### src/rtl/alu_seq_pkg.sv
// alu_seq_pkg -- shared definitions for the handshaked sequential ALU.
//   Op codes (4-bit, op[2:0] compatible with the single-cycle ALU),
//   FSM state encoding and the is_multicycle() helper.
//   Optional feature macro: ALU_SEQ_DIV_EN (enables DIVU as a multicycle op).
package alu_seq_pkg;

   localparam logic [3:0] OP_AND  = 4'b0000;
   localparam logic [3:0] OP_OR   = 4'b0001;
   localparam logic [3:0] OP_ADD  = 4'b0010;
   localparam logic [3:0] OP_XOR  = 4'b0011;
   localparam logic [3:0] OP_NOR  = 4'b0100;
   localparam logic [3:0] OP_SLTU = 4'b0101;
   localparam logic [3:0] OP_SUB  = 4'b0110;
   localparam logic [3:0] OP_SLT  = 4'b0111;
   localparam logic [3:0] OP_MULU = 4'b1000;
   localparam logic [3:0] OP_DIVU = 4'b1010;

   typedef logic [1:0] state_t;
   localparam state_t ST_IDLE = 2'b00;
   localparam state_t ST_BUSY = 2'b01;
   localparam state_t ST_DONE = 2'b10;

   // True for ops that run through the iterative multiply/divide unit.
   function automatic logic is_multicycle(input logic [3:0] op);
`ifdef ALU_SEQ_DIV_EN
      return (op == OP_MULU) || (op == OP_DIVU);
`else
      return (op == OP_MULU);
`endif
   endfunction

endpackage

### src/rtl/alu_seq_muldiv.sv
// alu_seq_muldiv -- iterative unsigned multiply (shift-add) and restoring
// divide sharing one shift register pair, one adder and one counter.
//   clk, reset_n      : clock, async active-low reset
//   start             : load operands and begin WIDTH iterations
//   div_sel           : 1 = divide, 0 = multiply (sampled with start)
//   a, b              : multiplicand/dividend, multiplier/divisor
//   done              : this cycle's edge performs the final iteration
//   lo_next, hi_next  : register values after this cycle's iteration
//                       (product low/high, or quotient/remainder)
//   Macro ALU_SEQ_DIV_EN is handled by the top; with it undefined div_sel
//   is tied low and the divide path is constant-folded away.
module alu_seq_muldiv
   import alu_seq_pkg::*;
#(
   parameter int WIDTH = 32,
   parameter int CNTW  = $clog2(WIDTH) + 1
) (
   input  logic             clk,
   input  logic             reset_n,
   input  logic             start,
   input  logic             div_sel,
   input  logic [WIDTH-1:0] a,
   input  logic [WIDTH-1:0] b,
   output logic             done,
   output logic [WIDTH-1:0] lo_next,
   output logic [WIDTH-1:0] hi_next
);

   logic [CNTW-1:0]  cnt_q, cnt_d;
   logic             div_q, div_d;
   logic [WIDTH-1:0] lo_q, lo_d;
   logic [WIDTH-1:0] hi_q, hi_d;
   logic [WIDTH-1:0] opnd_q, opnd_d;

   logic [WIDTH:0]   shifted_s;
   logic [WIDTH+1:0] base_s;
   logic [WIDTH+1:0] addend_s;
   logic             cin_s;
   logic [WIDTH+1:0] sum_s;
   logic             fits_s;
   logic [WIDTH-1:0] lo_nxt_s;
   logic [WIDTH-1:0] hi_nxt_s;

   // Divide: partial remainder shifted left with the next dividend bit.
   assign shifted_s = {hi_q, lo_q[WIDTH-1]};

   // Select adder operands: add multiplicand, or subtract divisor (~x + 1).
   always_comb begin
      if (div_q) begin
         base_s   = {1'b0, shifted_s};
         addend_s = ~{2'b00, opnd_q};
         cin_s    = 1'b1;
      end else begin
         base_s   = {2'b00, hi_q};
         addend_s = lo_q[0] ? {2'b00, opnd_q} : {(WIDTH+2){1'b0}};
         cin_s    = 1'b0;
      end
   end

   assign sum_s = base_s + addend_s + {{(WIDTH+1){1'b0}}, cin_s};

   // One iteration: restoring-subtract step or shift-add step.
   always_comb begin
      fits_s = 1'b0;
      if (div_q) begin
         // Top bit of the extended difference is the borrow: set means restore.
         fits_s   = ~sum_s[WIDTH+1];
         hi_nxt_s = fits_s ? sum_s[WIDTH-1:0] : shifted_s[WIDTH-1:0];
         lo_nxt_s = {lo_q[WIDTH-2:0], fits_s};
      end else begin
         hi_nxt_s = sum_s[WIDTH:1];
         lo_nxt_s = {sum_s[0], lo_q[WIDTH-1:1]};
      end
   end

   // Next-state for the counter and shift registers.
   always_comb begin
      cnt_d  = cnt_q;
      div_d  = div_q;
      lo_d   = lo_q;
      hi_d   = hi_q;
      opnd_d = opnd_q;
      if (start) begin
         cnt_d  = CNTW'(WIDTH);
         div_d  = div_sel;
         lo_d   = a;
         hi_d   = {WIDTH{1'b0}};
         opnd_d = b;
      end else if (cnt_q != {CNTW{1'b0}}) begin
         cnt_d = cnt_q - {{(CNTW-1){1'b0}}, 1'b1};
         lo_d  = lo_nxt_s;
         hi_d  = hi_nxt_s;
      end else begin
         cnt_d = cnt_q;
      end
   end

   // State registers.
   always_ff @(posedge clk or negedge reset_n) begin
      if (!reset_n) begin
         cnt_q  <= {CNTW{1'b0}};
         div_q  <= 1'b0;
         lo_q   <= {WIDTH{1'b0}};
         hi_q   <= {WIDTH{1'b0}};
         opnd_q <= {WIDTH{1'b0}};
      end else begin
         cnt_q  <= cnt_d;
         div_q  <= div_d;
         lo_q   <= lo_d;
         hi_q   <= hi_d;
         opnd_q <= opnd_d;
      end
   end

   assign done    = (cnt_q == {{(CNTW-1){1'b0}}, 1'b1});
   assign lo_next = lo_nxt_s;
   assign hi_next = hi_nxt_s;

endmodule

### src/rtl/alu_seq.sv
// alu_seq -- parametrised sequential ALU with valid/ready handshake.
//   in_valid/in_ready : operation handshake (op, a, b captured on accept)
//   out_valid/out_ready : result handshake; outputs held until taken
//   result, hi        : primary result / high product or remainder
//   zero, ovf, err    : result==0, signed ADD/SUB overflow, illegal op or /0
//   Single-cycle ops: latency 1. MULU (and DIVU with ALU_SEQ_DIV_EN defined):
//   WIDTH+1. With ALU_SEQ_DIV_EN undefined, DIVU is an illegal op.
module alu_seq
   import alu_seq_pkg::*;
#(
   parameter int WIDTH = 32,
   parameter int CNTW  = $clog2(WIDTH) + 1
) (
   input  logic             clk,
   input  logic             reset_n,
   input  logic             in_valid,
   output logic             in_ready,
   input  logic [3:0]       op,
   input  logic [WIDTH-1:0] a,
   input  logic [WIDTH-1:0] b,
   output logic             out_valid,
   input  logic             out_ready,
   output logic [WIDTH-1:0] result,
   output logic [WIDTH-1:0] hi,
   output logic             zero,
   output logic             ovf,
   output logic             err
);

   state_t           state_q, state_d;
   logic             out_valid_q, out_valid_d;
   logic [WIDTH-1:0] result_q, result_d;
   logic [WIDTH-1:0] hi_q, hi_d;
   logic             zero_q, zero_d;
   logic             ovf_q, ovf_d;
   logic             err_q, err_d;
   logic             div_err_q, div_err_d;

   logic             sub_s;
   logic [WIDTH-1:0] b_op_s;
   logic [WIDTH:0]   full_s;
   logic             cout_s;
   logic             c_msb_s;
   logic             add_ovf_s;
   logic             slt_s;
   logic [WIDTH-1:0] sc_result_s;
   logic             sc_ovf_s;
   logic             sc_err_s;

   logic             md_start_s;
   logic             md_div_s;
   logic             md_done_s;
   logic [WIDTH-1:0] md_lo_s;
   logic [WIDTH-1:0] md_hi_s;

   // Shared adder: SUB/SLT/SLTU use a + ~b + 1.
   assign sub_s   = (op == OP_SUB) || (op == OP_SLT) || (op == OP_SLTU);
   assign b_op_s  = sub_s ? ~b : b;
   assign full_s  = {1'b0, a} + {1'b0, b_op_s} + {{WIDTH{1'b0}}, sub_s};
   assign cout_s  = full_s[WIDTH];
   // Carry into the MSB recovered from the MSB sum bit and its operands.
   assign c_msb_s   = full_s[WIDTH-1] ^ a[WIDTH-1] ^ b_op_s[WIDTH-1];
   assign add_ovf_s = c_msb_s ^ cout_s;
   assign slt_s     = full_s[WIDTH-1] ^ add_ovf_s;

   // Single-cycle result, overflow and illegal-op detection.
   always_comb begin
      sc_result_s = {WIDTH{1'b0}};
      sc_ovf_s    = 1'b0;
      sc_err_s    = 1'b0;
      case (op)
         OP_AND:  sc_result_s = a & b;
         OP_OR:   sc_result_s = a | b;
         OP_XOR:  sc_result_s = a ^ b;
         OP_NOR:  sc_result_s = ~(a | b);
         OP_ADD: begin
            sc_result_s = full_s[WIDTH-1:0];
            sc_ovf_s    = add_ovf_s;
         end
         OP_SUB: begin
            sc_result_s = full_s[WIDTH-1:0];
            sc_ovf_s    = add_ovf_s;
         end
         OP_SLT:  sc_result_s = {{(WIDTH-1){1'b0}}, slt_s};
         OP_SLTU: sc_result_s = {{(WIDTH-1){1'b0}}, ~cout_s};
         OP_MULU: sc_err_s    = 1'b0;
`ifdef ALU_SEQ_DIV_EN
         OP_DIVU: sc_err_s    = 1'b0;
`endif
         default: sc_err_s    = 1'b1;
      endcase
   end

   assign md_start_s = (state_q == ST_IDLE) && in_valid && is_multicycle(op);
`ifdef ALU_SEQ_DIV_EN
   assign md_div_s   = (op == OP_DIVU);
`else
   assign md_div_s   = 1'b0;
`endif

   alu_seq_muldiv #(
      .WIDTH (WIDTH),
      .CNTW  (CNTW)
   ) u_muldiv (
      .clk     (clk),
      .reset_n (reset_n),
      .start   (md_start_s),
      .div_sel (md_div_s),
      .a       (a),
      .b       (b),
      .done    (md_done_s),
      .lo_next (md_lo_s),
      .hi_next (md_hi_s)
   );

   // Control FSM and output register next-state.
   always_comb begin
      state_d     = state_q;
      out_valid_d = out_valid_q;
      result_d    = result_q;
      hi_d        = hi_q;
      zero_d      = zero_q;
      ovf_d       = ovf_q;
      err_d       = err_q;
      div_err_d   = div_err_q;
      case (state_q)
         ST_IDLE: begin
            if (in_valid && is_multicycle(op)) begin
               state_d   = ST_BUSY;
               div_err_d = md_div_s && (b == {WIDTH{1'b0}});
            end else if (in_valid) begin
               state_d     = ST_DONE;
               out_valid_d = 1'b1;
               result_d    = sc_result_s;
               hi_d        = {WIDTH{1'b0}};
               zero_d      = (sc_result_s == {WIDTH{1'b0}});
               ovf_d       = sc_ovf_s;
               err_d       = sc_err_s;
            end else begin
               state_d = ST_IDLE;
            end
         end
         ST_BUSY: begin
            // Final iteration lands directly in the output registers.
            if (md_done_s) begin
               state_d     = ST_DONE;
               out_valid_d = 1'b1;
               result_d    = md_lo_s;
               hi_d        = md_hi_s;
               zero_d      = (md_lo_s == {WIDTH{1'b0}});
               ovf_d       = 1'b0;
               err_d       = div_err_q;
            end else begin
               state_d = ST_BUSY;
            end
         end
         ST_DONE: begin
            if (out_ready) begin
               state_d     = ST_IDLE;
               out_valid_d = 1'b0;
            end else begin
               state_d = ST_DONE;
            end
         end
         default: begin
            state_d     = ST_IDLE;
            out_valid_d = 1'b0;
         end
      endcase
   end

   // FSM and output registers.
   always_ff @(posedge clk or negedge reset_n) begin
      if (!reset_n) begin
         state_q     <= ST_IDLE;
         out_valid_q <= 1'b0;
         result_q    <= {WIDTH{1'b0}};
         hi_q        <= {WIDTH{1'b0}};
         zero_q      <= 1'b1;
         ovf_q       <= 1'b0;
         err_q       <= 1'b0;
         div_err_q   <= 1'b0;
      end else begin
         state_q     <= state_d;
         out_valid_q <= out_valid_d;
         result_q    <= result_d;
         hi_q        <= hi_d;
         zero_q      <= zero_d;
         ovf_q       <= ovf_d;
         err_q       <= err_d;
         div_err_q   <= div_err_d;
      end
   end

   assign in_ready  = (state_q == ST_IDLE);
   assign out_valid = out_valid_q;
   assign result    = result_q;
   assign hi        = hi_q;
   assign zero      = zero_q;
   assign ovf       = ovf_q;
   assign err       = err_q;

endmodule

### config.mk
export PLATFORM = sky130hd
export DESIGN_NAME = alu_seq
export DESIGN_NICKNAME = d
export VERILOG_FILES = /design/src/rtl/alu_seq_pkg.sv /design/src/rtl/alu_seq_muldiv.sv /design/src/rtl/alu_seq.sv
export SDC_FILE = /design/constraint.sdc
export NUM_CORES = 1
export LEC_CHECK = 0
export ABC_AREA = 1
export BUFFER_PORTS_ARGS = -buffer_cell sky130_fd_sc_hd__buf_2
export CORE_MARGIN = 4
export CORE_UTILIZATION = 55
export CTS_CLUSTER_SIZE = 12
export DETAILED_ROUTE_END_ITERATION = 10
export PLACE_DENSITY = 0.89
export SETUP_SLACK_MARGIN = 0.15
export SLEW_MARGIN = 25
export SYNTH_ARGS = -nofsm -noshare
export SYNTH_HDL_FRONTEND = slang
export SYNTH_SLANG_ARGS = --single-unit
### constraint.sdc
create_clock -name clk -period 2.95 [get_ports clk]
set_clock_uncertainty 0.1 [all_clocks]
set_input_delay 0.1475 -clock clk [delete_from_list [all_inputs] [get_ports clk]]
set_output_delay 0.1475 -clock clk [all_outputs]
set_load 0.01 [all_outputs]
* Word level (Yosys, flattened, before mapping) *
Cells that the tools add are included.
W data, S select, Z words.

storage, ports and cells
  output and inout bits = 69
  bits in registers = 172
  word-level logic and storage cells = 96
  input bits = 72

operators by class
  reductions and logical operators = 16
  mux-type cells = 40
  bitwise operators = 10
  eq/ne operators = 15
  add/subtract/negate cells = 4

operator list
  operator               number
  $mux W32               12
  $pmux W32 S7           1
  $pmux W32 S2           2
  $logic_not A32 Y1      2
  $not A32 Y32           2
  $add A32 B32 Y33       1
  $add A32 B33 Y33       1
  $add A33 B1 Y33        1
  $and A32 B32 Y32       1
  $or A32 B32 Y32        1
  $xor A32 B32 Y32       1
  $eq A4 B3 Y1 const B   4
  $mux W1                14
  $mux W6                2
  $reduce_or A9 Y1       1
  $eq A4 B2 Y1 const B   2
  $mux W2                4
  $ne A2 B2 Y1 const B   4
  $reduce_and A4 Y1      2
  $eq A6 B1 Y1 const B   1
  $pmux W1 S2            3
  $pmux W2 S3            1
  $reduce_bool A6 Y1     1
  $sub A6 B1 Y6 const B  1
  13 further kinds       20

* Depth between registers and ports, before layout *
  depth after elaboration = 15
  mapped depth = 26
  mapped depth without buffers = 25

* Cells and area by module *
Synthesis repeated with hierarchy kept, for this count alone.

second synthesis, totals
  cell total of the unflattened synthesis = 2559
  area total of the unflattened synthesis = 16164.3 um^2

modules (own cells, without submodules)
  module          cells an instance  area an instance (um^2)  sequential area each (um^2)  instances
  alu_seq_muldiv  1409               8564.5                   2577.5                       1
  alu_seq         1150               7599.8                   1752.9                       1

* Worst setup path after synthesis *
Ideal clock, no wire load.

  kind = input to register
  start = in op[0]
  end = reg result_q[0] (netlist: result[0])
  setup slack = -0.075 ns
  buffers on the path = 1
  cell stages on the path = 26
  arrival time = 2.801 ns
  cells stage by stage = inv_1 > nand2_2 > nand2_4 > buf_1 > xor2_1 > ha_1 > a21oi_1 > inv_1 > nor2_1 > nand2_2 > nand2_2 > nand2_2 > nand2_2 > nand2_2 > nand2_2 > nand2_2 > nand2_1 > nand3_1 > nand3_1 > nand3_1 > nand2_1 > nand2_1 > nand3_1 > nand2_1 > nand2_1 > nand3_1

on the way
  longest elaborated chain between the ends = 14
  elaborated cells on any way between the ends = 27
  those cells by class = add/sub: 2; eq/ne: 9; mux: 5; bitwise: 5; reduce/logical: 6

ends and longest elaborated chain
  element                           RTL line                      text
  start: declaration                alu_seq.sv:18                 input logic [3:0] op,
  $eq A4 B3 Y1                      alu_seq.sv:57, alu_seq.sv:71
  $logic_or A1 B1 Y1 (2 in series)  alu_seq.sv:57                 assign sub_s = (op == OP_SUB) || (op == OP_SLT) || (op == OP_SLTU);
  $mux W32                          alu_seq.sv:58                 assign b_op_s = sub_s ? ~b : b;
  $add A32 B32 Y33                  alu_seq.sv:59                 assign full_s = {1'b0, a} + {1'b0, b_op_s} + {{WIDTH{1'b0}}, sub_s};
  $add A33 B1 Y33                   alu_seq.sv:59
  $xor A1 B1 Y1 (2 in series)       alu_seq.sv:62                 assign c_msb_s = full_s[WIDTH-1] ^ a[WIDTH-1] ^ b_op_s[WIDTH-1];
  $xor A1 B1 Y1                     alu_seq.sv:63                 assign add_ovf_s = c_msb_s ^ cout_s;
  $xor A1 B1 Y1                     alu_seq.sv:64                 assign slt_s = full_s[WIDTH-1] ^ add_ovf_s;
  $pmux W32 S7                      alu_seq.sv:71                 case (op)
  $mux W32                          alu_seq.sv:131                end else if (in_valid) begin
  $mux W32                          alu_seq.sv:128                if (in_valid && is_multicycle(op)) begin
  $pmux W32 S2                      alu_seq.sv:126                case (state_q)
  end signal: assignment            alu_seq.sv:177                result_q <= {WIDTH{1'b0}};
  end signal: assignment            alu_seq.sv:186                result_q <= result_d;
  end: declaration                  alu_seq.sv:32                 logic [WIDTH-1:0] result_q, result_d;

Several ways; a longest one is shown, not always the timed one. The select of a mux whose other input is x is not followed.
A chain may end at the register's enable or synchronous reset.

* Worst setup path after layout *
  start = reg u_muldiv.lo_q[0]
  end = reg u_muldiv.hi_q[22]

on the way
  longest elaborated chain between the ends = 4

ends and longest elaborated chain
  element                   RTL line               text
  start: declaration        alu_seq_muldiv.sv:31   logic [WIDTH-1:0] lo_q, lo_d;
  start signal: assignment  alu_seq_muldiv.sv:103  lo_q <= {WIDTH{1'b0}};
  start signal: assignment  alu_seq_muldiv.sv:109  lo_q <= lo_d;
  $mux W32                  alu_seq_muldiv.sv:55   addend_s = lo_q[0] ? {2'b00, opnd_q} : {(WIDTH+2){1'b0}};
  $add A32 B33 Y33          alu_seq_muldiv.sv:60   assign sum_s = base_s + addend_s + {{(WIDTH+1){1'b0}}, cin_s};
  $mux W32                  alu_seq_muldiv.sv:89   end else if (cnt_q != {CNTW{1'b0}}) begin
  $mux W32                  alu_seq_muldiv.sv:83   if (start) begin
  end signal: assignment    alu_seq_muldiv.sv:104  hi_q <= {WIDTH{1'b0}};
  end signal: assignment    alu_seq_muldiv.sv:110  hi_q <= hi_d;
  end: declaration          alu_seq_muldiv.sv:32   logic [WIDTH-1:0] hi_q, hi_d;

No other way between the ends. The select of a mux whose other input is x is not followed.

==> summary.txt <==
STA
  • Slew Viols, Final: 0
  • Slew HR: a little over a third
  • Final setup viols: 21
  • Final Hold Violating Endpoints: 0
  • Post-route minimum period: 3.14 ns
  • F_max: between 0.3 and 0.4 GHz
  • Slew @ Worst Pin: between 0.9 and 1 ns
  • Setup TNS: -1.69 ns
  • Hold slack: 0.0120 ns
  • Final Worst Setup Slack: -0.195 ns
  • Fin crit share: 107%
  • RSZ-0062 raised after global routing: yes

Worst setup path
  • Crit path max fanout: 7
  • Worst reg2reg path depth: 18
  • Max incr delay on CP: 0.45 ns
  • Slowest stage cell, crit path: dfrtp_2
  • R2R Setup Slk: -0.19 ns
  • CP top delay family: compound AO/OA/AOI/OAI gates
  • Crit path cell chain: buf_6 > nand2_4 > inv_4 > buf_6 > ha_4 > a21oi_4 > nand2_2 > a21oi_4 > o21ai_4 > a21oi_4 > o21ai_4 > a21oi_4 > buf_6 > o21ai_4 > a21oi_2 > nand2_1 > nand3_1 > nand2_1
  • Critical R2R Capture: u_muldiv.hi_q[22]$_DFFE_PN0P_
  • CP most frequent cell: a21oi_4
  • Worst Setup Start Kind: flop
  • Kind of end point of the critical path: flop
  • Worst setup path category: reg2reg
  • Req. time, crit path: ~3.2 ns
  • Reg2reg start: u_muldiv.lo_q[0]$_DFFE_PN0P_
  • CP arrival: approximately 3.4 ns
  • Crit path buf inv count: 4

Worst hold path
  • Hold endpoint: u_muldiv.lo_q[22]$_DFFE_PN0P_
  • Worst Hold Path Cells: 3
  • Worst Hold Class: in2reg
  • Hold path startpoint: a[22]

Synth
  • Ys Warns: 0
  • Area share of fa/ha/maj cells after synthesis: 12.6%
  • Syn Std Cell Area: 13100 µm²
  • Mapped Cells: ~1800
  • Synth top area cells: dfrtp_1 (33%), ha_1 (12%), nand2_1 (12%)
  • Post-synth top area share: 32.5%
  • Simple-gate share of the synthesized area: between 20% and 30%
  • Sequential-to-total area share from yosys stat: 32.7%
  • Largest family of logic cells by synthesized area: simple AND/OR/NAND/NOR gates
  • Yosys cell types: a little under 60
  • Largest area contributor in the netlist: dfrtp_1
  • Synth Area per Inst: ~7.4 µm²
  • Post-Synth XOR/XNOR Area: between 3 and 4%
  • Compound-cell area share of the yosys netlist: 19.2%
  • Mux cell area share after synthesis: 0%
  • Flops & latches, synth: 172
  • Net Count, Synth: between 1500 and 2000

Pwr
  • Leak: about 9.5 nW
  • Peak supply drop: ~440 µV
  • Total Power: between 10 and 15 mW
  • PD cells: approximately 700 nW/µm²

Run status
  • Status: finished, violations left
  • Failing checks: setup timing

Routing
  • Initial DRC count: 2149
  • Antenna-violating nets left: 0
  • Vias/cell: 6.29
  • First-pass iteration count of the detailed router: 6
  • Routed vias: approximately 16000
  • WL final: 55800 µm
  • DR WL/cell: between 20 and 25 µm
  • Remaining DRCs: 0

Place
  • I/O Buffers: between 100 and 150
  • Post-Place Cells: between 2000 and 2500
  • Dpl cell area: around 16000 µm²
  • GP Congestion: 1.04
  • DP Wirelength: about 36000 µm

Floorplanning
  • Starting Density: a little under three fifths
  • Std cell rows: 56
  • Die width: roughly 160 µm
  • CORE AREA: between 20000 and 25000 µm²
  • IO Pins: approximately 140
  • Die Y: approximately 160 µm
  • Die ar.: 26400 µm²

Global route
  • Largest net degree at the start of global routing: between 60 and 70
  • Initial antenna violation count: 2
  • GRT Overall Usage: between 30% and 40%
  • GRT overflow: 0
  • Vias in the first global route: 14414
  • First-pass GRT wire length: 76400 µm

CTS
  • Clock root cell: clkbuf_16
  • CTS sink count: 172
  • TritonCTS Buffers: 17
  • H-tree depth: 4
  • Clock transition at path regs: roughly 0.07 ns
  • CTS tree: done
  • CTS Buffer Depth: 2
  • Worst-skew pair later-pin latency: ~0.44 ns

Cells and area
  • Most frequent cells in the layout: nand2_1 (371), inv_1 (230), buf_4 (224), dfrtp_1 (170), o21ai_0 (147)
  • Nets@finish: 2363
  • Reg area: roughly 4300 µm²
  • Design area: 18500 µm²
  • Final instance count without filler cells: ~2500
  • Multi-input gate area: between 9000 and 10000 µm²
  • Commonest non-fill, non-tap cell in the layout: nand2_1
  • Synth-to-layout area growth: 40.4%
  • Fillers: between 1000 and 1500
  • Layout cells sized above 1: 34.1%
  • Antenna cell count: 0

Flow run
  • Maxcap violations: 0
==> power breakdown <==
part / internal [mW] / switching [mW]
combinational: 2.73 / 4.07
sequential: 3.11 / 0.674
clock: 1.22 / 1.10
total: 7.06 / 5.84
==> cells in the mapped netlist (all sizes together) <==
cell / n
inv: 255
a22oi: 29
a221oi: 26
clkbuf: 46
o221ai: 15
nand4: 15
clkinv: 2
nand2b: 1
a21oi: 95
nand3: 87
xor2: 42
o22ai: 1
and2: 2
dfrtp: 171
a41oi: 1
o2111ai: 3
nor3: 19
o41ai: 1
nor2: 111
o21a: 3
o21ai: 190
nor4: 5
ha: 129
o21bai: 5
xnor2: 15
a32o: 7
a21boi: 5
a21o: 6
and3: 1
a221o: 2
fa: 2
buf: 13
a31oi: 5
nand2: 444
or2: 11
nand3b: 8
o211ai: 14
dfstp: 1
==> cell type report <==
cell class                 count  area share, %
tap                          319           2.16
inverter                     257           5.28
sequential                   172           23.3
multi-input combinational   1300           49.8
clock buffer                  18           2.38
clock inverter                14          0.814
timing repair buffer         412           16.2
==> per-stage QoR <==
stage	utilization (%)	worst slack, ns
finish	78.6	-0.195
global route	78.6	-0.192
CTS	71.5	0.0590
detailed placement	66.1	-0.531
global placement	66.1	-0.453
floorplan	-	0.151
==> layer usage <==
| metal | track usage [%] | up-vias | share of wire, % |
|---|---|---|---|
| met3 | 5.75 | 369 | 12 |
| met2 | 58.7 | 1297 | 45 |
| met1 | 49.1 | 7313 | 36 |
| met5 | 0 | - | 0.032 |
| li1 | - | 6684 | - |
| met4 | 16.4 | 2 | 7.1 |
==> how the worst max path moves through the flow <==
stage	start	end	slack [ns]	depth (start not counted)
floorplan	u_muldiv.lo_q[0]$_DFFE_PN0P_	hi[27]$_DFFE_PN0P_	0.15	20
detailed placement	op[2]	zero$_DFFE_PN1P_	-0.53	22
CTS	u_muldiv.lo_q[0]$_DFFE_PN0P_	hi[27]$_DFFE_PN0P_	0.06	19
global placement	op[3]	zero$_DFFE_PN1P_	-0.45	24
global route	u_muldiv.lo_q[0]$_DFFE_PN0P_	u_muldiv.hi_q[27]$_DFFE_PN0P_	-0.19	19
finish	u_muldiv.lo_q[0]$_DFFE_PN0P_	u_muldiv.hi_q[22]$_DFFE_PN0P_	-0.19	18
==> state kept, by name, summed over array words and instances, names as in the netlist <==
| register | cells |
|---|---|
| zero | 1 |
| hi | 32 |
| u_muldiv.cnt_q | 6 |
| err | 1 |
| u_muldiv.opnd_q | 32 |
| u_muldiv.lo_q | 32 |
| ovf | 1 |
| state_q | 2 |
| result | 32 |
| u_muldiv.hi_q | 32 |
| out_valid | 1 |
==> repair_timing <==
action / 4_1_cts / 5_1_grt
gates resized for setup: 77 / 322
gates cloned: 0 / 3
hold buffers: 28 / 0
setup buffers: 14 / 42
endpoints found under the hold margin: 143 / 0
pin swaps: 34 / 117
endpoints found under the setup margin: 31 / 54
==> cell families after synthesis <==
kind of cell	count (synthesis)
AOI/OAI and AO/OA	408
xor gates and xnor gates	57
adders and majority gates	131
buffers and inverters	316
DFF	172
and+or+nand+nor	704
==> tightest hold or removal path: stages <==
cell	delay [ns]
buf_2	0.16
a22oi_1	0.12
o21ai_0	0.09
No activity file was read; power rests on OpenSTA's default activity.
